### config.mk
export PLATFORM = sky130hd
export DESIGN_NAME = muldiv_unit_flat
export DESIGN_NICKNAME = d
export VERILOG_FILES = /design/src/rtl/muldiv_pkg.sv /design/src/rtl/muldiv_if.sv /design/src/rtl/muldiv_datapath.sv /design/src/rtl/muldiv_unit.sv /design/src/flat_wrapper.sv
export SDC_FILE = /design/constraint.sdc
export NUM_CORES = 1
export LEC_CHECK = 0
export ABC_AREA = 1
export ABC_CLOCK_PERIOD_IN_PS = 8100
export CAP_MARGIN = 40
export CORE_MARGIN = 4
export CORE_UTILIZATION = 30
export DETAILED_ROUTE_END_ITERATION = 8
export GPL_TIMING_DRIVEN = 0
export PLACE_DENSITY = 0.48
export SYNTH_ARGS = -nofsm -noshare
export SYNTH_HDL_FRONTEND = slang
export SYNTH_SLANG_ARGS = --single-unit
### constraint.sdc
create_clock -name clk -period 8.1 [get_ports clk]
set_clock_uncertainty 0.2 [all_clocks]
set_input_delay 1.62 -clock clk [delete_from_list [all_inputs] [get_ports clk]]
set_output_delay 1.62 -clock clk [all_outputs]
set_load 0.1 [all_outputs]
### src/rtl/muldiv_pkg.sv
// Shared definitions for the iterative RV32M multiply/divide unit:
// funct3 op codes, controller state encoding and operand-signedness helpers.
package muldiv_pkg;

  localparam logic [2:0] OP_MUL    = 3'b000;
  localparam logic [2:0] OP_MULH   = 3'b001;
  localparam logic [2:0] OP_MULHSU = 3'b010;
  localparam logic [2:0] OP_MULHU  = 3'b011;
  localparam logic [2:0] OP_DIV    = 3'b100;
  localparam logic [2:0] OP_DIVU   = 3'b101;
  localparam logic [2:0] OP_REM    = 3'b110;
  localparam logic [2:0] OP_REMU   = 3'b111;

  typedef enum logic [1:0] {
    S_IDLE,
    S_CALC,
    S_FINISH,
    S_DONE
  } state_e;

  function automatic logic op_is_div(input logic [2:0] op);
    return op[2];
  endfunction

  function automatic logic a_is_signed(input logic [2:0] op);
    return (op == OP_MULH) || (op == OP_MULHSU) || (op == OP_DIV) || (op == OP_REM);
  endfunction

  function automatic logic b_is_signed(input logic [2:0] op);
    return (op == OP_MULH) || (op == OP_DIV) || (op == OP_REM);
  endfunction

endpackage

### src/rtl/muldiv_if.sv
// Handshake and operand/result bundle between the pipeline controller and the unit.
interface muldiv_if #(
  parameter int N = 32
);
  logic         start;
  logic         flush;
  logic [2:0]   funct3;
  logic [N-1:0] A;
  logic [N-1:0] B;
  logic [N-1:0] result;
  logic         busy;
  logic         done;

  modport master (
    output start, flush, funct3, A, B,
    input  result, busy, done
  );

  modport slave (
    input  start, flush, funct3, A, B,
    output result, busy, done
  );
endinterface

### src/rtl/muldiv_datapath.sv
// Operand registers, shared 2N-bit accumulator and the radix-2 step logic.
// Multiply and restoring divide both run on magnitudes; signs are fixed up at finish.
module muldiv_datapath
  import muldiv_pkg::*;
#(
  parameter int N = 32
) (
  input  logic         clk,
  input  logic         rst,
  input  logic         load_i,
  input  logic         step_i,
  input  logic         finish_i,
  input  logic [2:0]   funct3_i,
  input  logic [N-1:0] a_i,
  input  logic [N-1:0] b_i,
  output logic         special_o,
  output logic         last_o,
  output logic [N-1:0] result_o
);

  localparam int CW = $clog2(N) + 1;

  logic [2:0]     op_q;
  logic [N-1:0]   a_q;
  logic [N-1:0]   b_mag_q;
  logic [2*N-1:0] acc_q;
  logic [2*N-1:0] acc_d;
  logic [CW-1:0]  cnt_q;
  logic           sa_q, sb_q, div0_q, ovf_q;
  logic [N-1:0]   result_q;
  logic [N-1:0]   result_d;

  logic           a_sgn, b_sgn, div0, ovf;
  logic [N-1:0]   a_mag, b_mag;

  assign a_sgn     = a_is_signed(funct3_i) & a_i[N-1];
  assign b_sgn     = b_is_signed(funct3_i) & b_i[N-1];
  assign a_mag     = a_sgn ? (~a_i + 1'b1) : a_i;
  assign b_mag     = b_sgn ? (~b_i + 1'b1) : b_i;
  assign div0      = op_is_div(funct3_i) && (b_i == '0);
  assign ovf       = op_is_div(funct3_i) && b_is_signed(funct3_i)
                     && (a_i == {1'b1, {(N-1){1'b0}}}) && (b_i == '1);
  assign special_o = div0 | ovf;
  assign last_o    = (cnt_q == CW'(1));
  assign result_o  = result_q;

  // Multiply: acc = {partial product, remaining multiplier bits}, shifting right.
  // Divide:   acc = {partial remainder, dividend bits / quotient bits}, shifting left.
  logic [N:0] mul_sum;
  logic [N:0] rem_shift;
  logic [N:0] rem_diff;

  always_comb begin
    acc_d     = acc_q;
    mul_sum   = {1'b0, acc_q[2*N-1:N]} + (acc_q[0] ? {1'b0, b_mag_q} : {(N+1){1'b0}});
    rem_shift = acc_q[2*N-1:N-1];
    rem_diff  = rem_shift - {1'b0, b_mag_q};
    if (op_is_div(op_q)) begin
      if (!rem_diff[N]) begin
        acc_d = {rem_diff[N-1:0], acc_q[N-2:0], 1'b1};
      end else begin
        acc_d = {acc_q[2*N-2:0], 1'b0};
      end
    end else begin
      acc_d = {mul_sum, acc_q[N-1:1]};
    end
  end

  logic [2*N-1:0] prod_fix;
  logic [N-1:0]   quo_fix;
  logic [N-1:0]   rem_fix;

  always_comb begin
    prod_fix = (sa_q ^ sb_q) ? (~acc_q + 1'b1) : acc_q;
    quo_fix  = (sa_q ^ sb_q) ? (~acc_q[N-1:0] + 1'b1) : acc_q[N-1:0];
    rem_fix  = sa_q ? (~acc_q[2*N-1:N] + 1'b1) : acc_q[2*N-1:N];
    case (op_q)
      OP_MUL:                      result_d = prod_fix[N-1:0];
      OP_MULH, OP_MULHSU, OP_MULHU: result_d = prod_fix[2*N-1:N];
      OP_DIV, OP_DIVU:             result_d = div0_q ? '1  : (ovf_q ? a_q : quo_fix);
      default:                     result_d = div0_q ? a_q : (ovf_q ? '0  : rem_fix);
    endcase
  end

  always_ff @(posedge clk or posedge rst) begin
    if (rst) begin
      op_q     <= '0;
      a_q      <= '0;
      b_mag_q  <= '0;
      acc_q    <= '0;
      cnt_q    <= '0;
      sa_q     <= 1'b0;
      sb_q     <= 1'b0;
      div0_q   <= 1'b0;
      ovf_q    <= 1'b0;
      result_q <= '0;
    end else begin
      if (load_i) begin
        op_q    <= funct3_i;
        a_q     <= a_i;
        b_mag_q <= b_mag;
        acc_q   <= {{N{1'b0}}, a_mag};
        cnt_q   <= CW'(N);
        sa_q    <= a_sgn;
        sb_q    <= b_sgn;
        div0_q  <= div0;
        ovf_q   <= ovf;
      end else if (step_i) begin
        acc_q <= acc_d;
        cnt_q <= cnt_q - CW'(1);
      end
      if (finish_i) begin
        result_q <= result_d;
      end
    end
  end

endmodule

### src/rtl/muldiv_unit.sv
// Iterative RV32M multiply/divide unit: start/busy/done controller around muldiv_datapath.
// Special divide cases skip straight to FINISH; flush aborts CALC/FINISH without a done pulse.
module muldiv_unit
  import muldiv_pkg::*;
#(
  parameter int N = 32
) (
  input  logic     clk,
  input  logic     rst,
  muldiv_if.slave  mdu
);

  state_e state_q;
  state_e state_d;
  logic   load, step, fin;
  logic   special, last;

  always_ff @(posedge clk or posedge rst) begin
    if (rst) begin
      state_q <= S_IDLE;
    end else begin
      state_q <= state_d;
    end
  end

  always_comb begin
    state_d = state_q;
    load    = 1'b0;
    step    = 1'b0;
    fin     = 1'b0;
    case (state_q)
      S_IDLE: begin
        // flush outranks a simultaneous start
        if (mdu.start && !mdu.flush) begin
          load    = 1'b1;
          state_d = special ? S_FINISH : S_CALC;
        end
      end
      S_CALC: begin
        if (mdu.flush) begin
          state_d = S_IDLE;
        end else begin
          step = 1'b1;
          if (last) state_d = S_FINISH;
        end
      end
      S_FINISH: begin
        if (mdu.flush) begin
          state_d = S_IDLE;
        end else begin
          fin     = 1'b1;
          state_d = S_DONE;
        end
      end
      default: state_d = S_IDLE;
    endcase
  end

  assign mdu.busy = (state_q == S_CALC) || (state_q == S_FINISH);
  assign mdu.done = (state_q == S_DONE);

  muldiv_datapath #(
    .N(N)
  ) u_datapath (
    .clk       (clk),
    .rst       (rst),
    .load_i    (load),
    .step_i    (step),
    .finish_i  (fin),
    .funct3_i  (mdu.funct3),
    .a_i       (mdu.A),
    .b_i       (mdu.B),
    .special_o (special),
    .last_o    (last),
    .result_o  (mdu.result)
  );

endmodule

### src/flat_wrapper.sv
// flat-port wrapper written by rule: the top's interface ports become plain ports
module muldiv_unit_flat import muldiv_pkg::*;
#(
  parameter int N = 32
)
  (clk, rst, mdu_start, mdu_flush, mdu_funct3, mdu_A, mdu_B, mdu_result, mdu_busy, mdu_done);
  muldiv_if #(.N(N)) mdu_i ();
  input  logic clk;
  input  logic rst;
  input wire logic [$bits(mdu_i.start)-1:0] mdu_start;
  input wire logic [$bits(mdu_i.flush)-1:0] mdu_flush;
  input wire logic [$bits(mdu_i.funct3)-1:0] mdu_funct3;
  input wire logic [$bits(mdu_i.A)-1:0] mdu_A;
  input wire logic [$bits(mdu_i.B)-1:0] mdu_B;
  output wire logic [$bits(mdu_i.result)-1:0] mdu_result;
  output wire logic [$bits(mdu_i.busy)-1:0] mdu_busy;
  output wire logic [$bits(mdu_i.done)-1:0] mdu_done;
  assign mdu_i.start = mdu_start;
  assign mdu_i.flush = mdu_flush;
  assign mdu_i.funct3 = mdu_funct3;
  assign mdu_i.A = mdu_A;
  assign mdu_i.B = mdu_B;
  assign mdu_result = mdu_i.result;
  assign mdu_busy = mdu_i.busy;
  assign mdu_done = mdu_i.done;
  muldiv_unit #(.N(N)) u_core (.clk(clk), .rst(rst), .mdu(mdu_i));
endmodule
==> results of run 1 <==
-- through the flow --
| step | power [mW] | hold WS, ns | setup slack (ns) | cell area, um^2 | std cells |
|---|---|---|---|---|---|
| 2_1_floorplan | 6.94 | 0.247 | 1.53 | 18900 | 3293 |
| 3_3_place_gp | 9.70 | 0.264 | -1.77 | 21000 | 4234 |
| 3_5_place_dp | 10.0 | 0.268 | 3.37 | 21700 | 4273 |
| 4_1_cts | 11.0 | 0.286 | 3.91 | 22300 | 4304 |
| 5_1_grt | 11.9 | 0.302 | 3.73 | 22300 | 4304 |
| 6_report | 11.1 | 0.281 | 3.86 | 22300 | 4304 |
-- metal layers --
layer / share of wire / vias up / global-route usage
met5: 0 / - / 0
li1: - / 10900 / -
met1: 0.48 / 10500 / 0.410
met3: 0.071 / 118 / 0.0346
met4: 0.032 / 0 / 0.0897
met2: 0.41 / 939 / 0.400
-- worst max-delay path: stages --
cell             delay, ns
clkdlybuf4s50_1       0.41
inv_1                 0.09
nand2_1               0.31
inv_1                 0.26
nand2_1               0.38
inv_1                 0.30
clkbuf_1              0.57
o21ai_0               0.24
nand3b_1              0.21
nand2_1               0.06
-- layout make-up --
type | count | share of cell area
Multi-Input combinational cell | 2522 | 0.547
Sequential cell | 175 | 0.196
Inverter | 483 | 0.0815
Timing Repair Buffer | 143 | 0.0796
Tap cell | 837 | 0.0469
Buffer | 113 | 0.0220
Clock buffer | 21 | 0.0211
Clock inverter | 10 | 0.00583
-- power breakdown --
| part | internal, mW | switching [mW] |
|---|---|---|
| clock network | 0.481 | 0.412 |
| registers | 1.29 | 0.722 |
| logic | 2.50 | 5.68 |
| total | 4.27 | 6.82 |
-- worst paths after layout --
kind | depth (start not counted) | slack (ns) | from | to
setup / recovery | 10 | 3.86 | mdu_flush | u_core.u_datapath.acc_q[44]
hold / removal | 2 | 0.28 | u_core.u_datapath.result_o[13] | u_core.u_datapath.result_o[13]
setup reg to reg | 21 | 4.12 | u_core.u_datapath.acc_q[0] | u_core.u_datapath.acc_q[53]
hold reg to reg | 2 | 0.28 | u_core.u_datapath.result_o[13] | u_core.u_datapath.result_o[13]
max in group asynchronous | 3 | 5.32 | rst | u_core.u_datapath.b_mag_q[25]
min in group asynchronous | 2 | 1.37 | rst | u_core.u_datapath.result_o[3]
-- registers in the layout, summed over array words and instances (netlist names) --
name / count
u_core.u_datapath.acc_q: 64
u_core.u_datapath.a_q: 32
u_core.u_datapath.b_mag_q: 32
u_core.u_datapath.result_o: 32
u_core.u_datapath.cnt_q: 6
u_core.u_datapath.op_q: 3
u_core.state_q: 2
u_core.u_datapath.div0_q: 1
u_core.u_datapath.ovf_q: 1
u_core.u_datapath.sa_q: 1
u_core.u_datapath.sb_q: 1
-- cells by family after synthesis --
family | share of synthesized area
AOI/OAI and AO/OA | 0.149
xor gates and xnor gates | 0.0227
adders and majority gates | 0.0518
and+or+nand+nor | 0.422
buffers and inverters | 0.122
DFF | 0.232
-- cell usage in the layout (no fill, tap or decap), types with 75 or more instances in the layout --
cell / count
ha_1: 75
clkdlybuf4s50_1: 104
nand3_1: 304
o21ai_0: 227
dfrtp_1: 175
inv_1: 472
nand2_1: 1067
nor2_1: 326
a21oi_1: 176
clkbuf_1: 80
==> flow_summary.json, run 1 <==
{
  "synth_nets": 3441,
  "synth_cells": 3293,
  "grt_pass1_wl_um": 136000,
  "status": "complete, no violations",
  "antenna_found_initial": 4,
  "clk_latency_ns": 0.50,
  "core_area_mm2": 0.0621,
  "synth_largest_area_cell": "dfrtp_1",
  "yosys-top-cells-area": "dfrtp_1 23%, nand2_1 21%, inv_1 9.4%",
  "slew_violations": 0,
  "arrival_ns": 4.47,
  "cts.sink_count": 175,
  "post-route-period-util": 0.523,
  "cts_max_level": 4,
  "synth_cell_type_count": 54,
  "drive_above_1_share": 0.0476,
  "p_leak_nw": 11.4,
  "nFillCells": 6973,
  "finalSetupViolCount": 0,
  "async_flop_share": 1.00,
  "viasPerCell": 5.22,
  "yosys-top-cells-count": "1067 x nand2_1, 473 x inv_1, 326 x nor2_1",
  "seqCellArea_mm2": 0.00438,
  "first_global_vias": 20700,
  "netlist_area_mm2": 0.0189,
  "finalSetupTns_ns": 0,
  "utilization": 0.360,
  "ys_ff_latch": 175,
  "synth-edff-count": 0,
  "drt-initial-drc-count": 2454,
  "vdd_drop_max_mv": 0.306,
  "antenna_cells": 0,
  "cts_buffer_depth": 2,
  "hp-class": "reg -> reg",
  "yosysWarnings": 0,
  "wl_per_cell_um": 21.5,
  "portBuffers": 104,
  "critPathLaunchType": "input port",
  "place_congestion": 1.00,
  "numCtsBuffers": 17,
  "hold_viol_final": 0,
  "rsz0062_at_grt": "no",
  "yosysSeqAreaShare": 0.232,
  "dp_hpwl_um": 76800,
  "synth_top_flop_cell": "dfrtp_1",
  "die-area_mm2": 0.0671,
  "crit_fanout": 10,
  "die_w_um": 259,
  "p_per_area_mw_per_mm2": 497,
  "initial_core_util": 0.305,
  "drtAntennaViolNets": 0,
  "slew_headroom": 0.391,
  "rows": 91,
  "grt_max_degree": 113,
  "fmax_mhz": 236,
  "fin_crit_ns": 4.24,
  "vias": 22400,
  "postCtsHoldBufs": 0,
  "pin_count": 105,
  "cts.repair.resized": 0,
  "cts_root_buf": "clkbuf_16",
  "yosysTopAreaCellShare": 0.232,
  "multi_input_area_mm2": 0.0122,
  "fin_nets": 3603,
  "critPathKind": "in -> reg",
  "synth_most_common_cell": "nand2_1",
  "die_y_um": 259,
  "cts_tree": "yes",
  "routed_wl_um": 92700,
  "drc": 0,
  "gr-total-overflow": 0,
  "grtUsageTotal": 0.272,
  "cap_violations": 0,
  "crit_required_ns": 8.34,
  "area_growth_pct": 18.2,
  "clk_pin_slew_ns": 0.07,
  "syn_avg_cell_area_um2": 5.74,
  "tightest_slew_ns": 0.913,
  "cts_setup_buffers": 0,
  "setup.worst_path.end_class": "flip-flop",
  "drt_first_pass_iters": 8
}
Power figures use the tool's default switching activity.
==> run 2, diff against run 1 <==
--- a/config.mk
+++ b/config.mk
@@ -6,7 +6,7 @@
 export NUM_CORES = 1
 export LEC_CHECK = 0
 export ABC_AREA = 1
-export ABC_CLOCK_PERIOD_IN_PS = 8100
+export ABC_CLOCK_PERIOD_IN_PS = 4170
 export CAP_MARGIN = 40
 export CORE_MARGIN = 4
 export CORE_UTILIZATION = 30
==> constraint.sdc (replaced) <==
create_clock -name clk -period 4.17 [get_ports clk]
set_clock_uncertainty 0.2 [all_clocks]
set_input_delay 0.834 -clock clk [delete_from_list [all_inputs] [get_ports clk]]
set_output_delay 0.834 -clock clk [all_outputs]
set_load 0.1 [all_outputs]
==> run 2 against run 1 <==
Largest power group unchanged. Hold slack got worse by 0.0014 ns. Clock power up 89%. Combinational power rose by 94%. Critical path type is now reg -> reg. Highest routed layer unchanged.
==> flow_summary.json, run 2 (synthesized netlist as in run 1, its figures left out) <==
{
  "initial_core_util": 0.305,
  "cap_violations": 0,
  "setup.worst_path.end_class": "flip-flop",
  "antenna_found_initial": 1,
  "r2r_start": "u_core.u_datapath.acc_q[0]",
  "die-area_mm2": 0.0671,
  "regMostFlops": "u_core.u_datapath.acc_q",
  "status": "complete, no violations",
  "cts_max_level": 4,
  "grt_max_degree": 35,
  "routed_wl_um": 92600,
  "place_congestion": 1.03,
  "slowest_stage": "buf_1",
  "p_per_area_mw_per_mm2": 961,
  "hold-path-cell-count": 2,
  "utilization": 0.361,
  "final_common_cell": "nand2_1",
  "drt_first_pass_iters": 7,
  "fin_crit_ns": 3.75,
  "critPathLaunchType": "flip-flop",
  "drc": 0,
  "cts.sink_count": 175,
  "total_power_mw": 21.5,
  "min_from": "u_core.u_datapath.result_o[0]",
  "grt_pass1_wl_um": 136000,
  "crit_required_ns": 4.37,
  "hold_viol_final": 0,
  "slew_headroom": 0.387,
  "place_ws_ns": 0.240,
  "crit_fanout": 10,
  "reg2reg_to": "u_core.u_datapath.acc_q[53]",
  "crit_top_cell": "nand2_1",
  "die_y_um": 259,
  "postCtsHoldBufs": 0,
  "slew_violations": 0,
  "first_global_vias": 20500,
  "fin_nets": 3607,
  "core_area_mm2": 0.0621,
  "tightest_slew_ns": 0.919,
  "grtUsageTotal": 0.271,
  "crit_path_cell_trace": "buf_2 -> buf_1 -> nand2_1 -> inv_1 -> ha_1 -> inv_1 -> fa_1 -> inv_1 -> nand2_1 -> o21ai_1 -> nand2_1 -> nand2_1 -> nand2_1 -> nand2_1 -> nand2_1 -> nand3_1 -> nand3_1 -> nand2_1 -> inv_1 -> nand2_1 -> nand2_1",
  "wl_per_cell_um": 21.5,
  "r2r_slack_ns": 0.42,
  "rr_worst_depth": 21,
  "cts_buffer_depth": 2,
  "drtAntennaViolNets": 0,
  "vias": 22500,
  "clk_pin_slew_ns": 0.08,
  "p_leak_nw": 11.4,
  "slowest_delay_ns": 0.48,
  "vdd_drop_max_mv": 0.453,
  "drt-initial-drc-count": 2535,
  "hp-class": "reg -> reg",
  "fmax_mhz": 267,
  "viasPerCell": 5.22,
  "finalSetupViolCount": 0,
  "finalSetupTns_ns": 0,
  "dp_hpwl_um": 76700,
  "path_delay_family": "simple AND/OR/NAND/NOR gates",
  "drive_above_1_share": 0.0493,
  "gr-total-overflow": 0,
  "clk_latency_ns": 0.51,
  "cts_root_buf": "clkbuf_16",
  "die_w_um": 259,
  "rsz0062_at_grt": "no",
  "arrival_ns": 3.95,
  "rows": 91,
  "path_buf_inv": 6,
  "critPathKind": "reg -> reg",
  "area_growth_pct": 18.5,
  "largest_reg_flops": 64,
  "worst_slack_ns": 0.418,
  "post-route-period-util": 0.900,
  "portBuffers": 104,
  "min_to": "u_core.u_datapath.result_o[0]",
  "numCtsBuffers": 17,
  "cts_tree": "yes",
  "pin_count": 105,
  "layout_common_cells": "1067 x nand2_1, 472 x inv_1, 326 x nor2_1, 304 x nand3_1, 226 x o21ai_0"
}
==> run 2: area by class of cell <==
cell class                 instances  area [um^2]
antenna                            1         2.50
buffer                           113          490
clock buffer                      20          467
clock inverter                    12          119
fill                            7153        39700
inverter                         483         1820
multi-input combinational       2522        12200
sequential                       175         4380
tap                              837         1050
timing repair buffer             147         1850
==> run 2: metrics by stage <==
| stage | hold WS [ns] | instance area [um^2] | cells |
|---|---|---|---|
| global placement | 0.265 | 21000 | 4234 |
| finish | 0.279 | 22400 | 4310 |
| CTS | 0.287 | 22400 | 4309 |
| floorplan | 0.247 | 18900 | 3293 |
| detailed placement | 0.268 | 21800 | 4277 |
| global route | 0.300 | 22400 | 4309 |
==> run 2: what timing repair did <==
action | in CTS | in global routing
resized for setup | 0 | 1
endpoints found under the setup margin | 0 | 8
buffers inserted | 0 | 0
==> run 2: worst max path at each step <==
stage                                     startpoint                             to  slack [ns]  depth (start not counted)
after detailed placement                   mdu_flush     u_core.u_datapath.acc_q[0]        0.24                          9
after global placement                           rst  u_core.u_datapath.b_mag_q[21]       -1.02                          2
after floorplan                                  rst              u_core.state_q[0]        0.90                          1
after global routing      u_core.u_datapath.acc_q[0]    u_core.u_datapath.acc_q[53]        0.05                         22
after CTS                 u_core.u_datapath.acc_q[0]    u_core.u_datapath.acc_q[53]        0.31                         21
final                     u_core.u_datapath.acc_q[0]    u_core.u_datapath.acc_q[53]        0.42                         21
==> run 2: metal layers <==
metal,part of all wire,global-route usage,up-vias
met4,0.030,0.0823,0
met5,0,0,-
li1,-,-,10900
met3,0.082,0.0498,126
met1,0.47,0.401,10500
met2,0.42,0.399,976
==> run 2: power breakdown <==
part / internal, mW / switching [mW]
sequential: 2.50 / 1.41
clock: 0.834 / 0.852
combinational: 4.87 / 11.1
==> run 2: worst reg2reg max path, stage by stage (launching register included) <==
cell,delay (ns)
dfrtp_1,0.32
buf_2,0.32
buf_1,0.48
nand2_1,0.10
inv_1,0.07
ha_1,0.15
inv_1,0.06
fa_1,0.37
inv_1,0.10
nand2_1,0.07
o21ai_1,0.35
nand2_1,0.10
nand2_1,0.14
nand2_1,0.09
nand2_1,0.20
nand2_1,0.11
nand3_1,0.08
nand3_1,0.10
nand2_1,0.07
inv_1,0.05
nand2_1,0.06
nand2_1,0.05
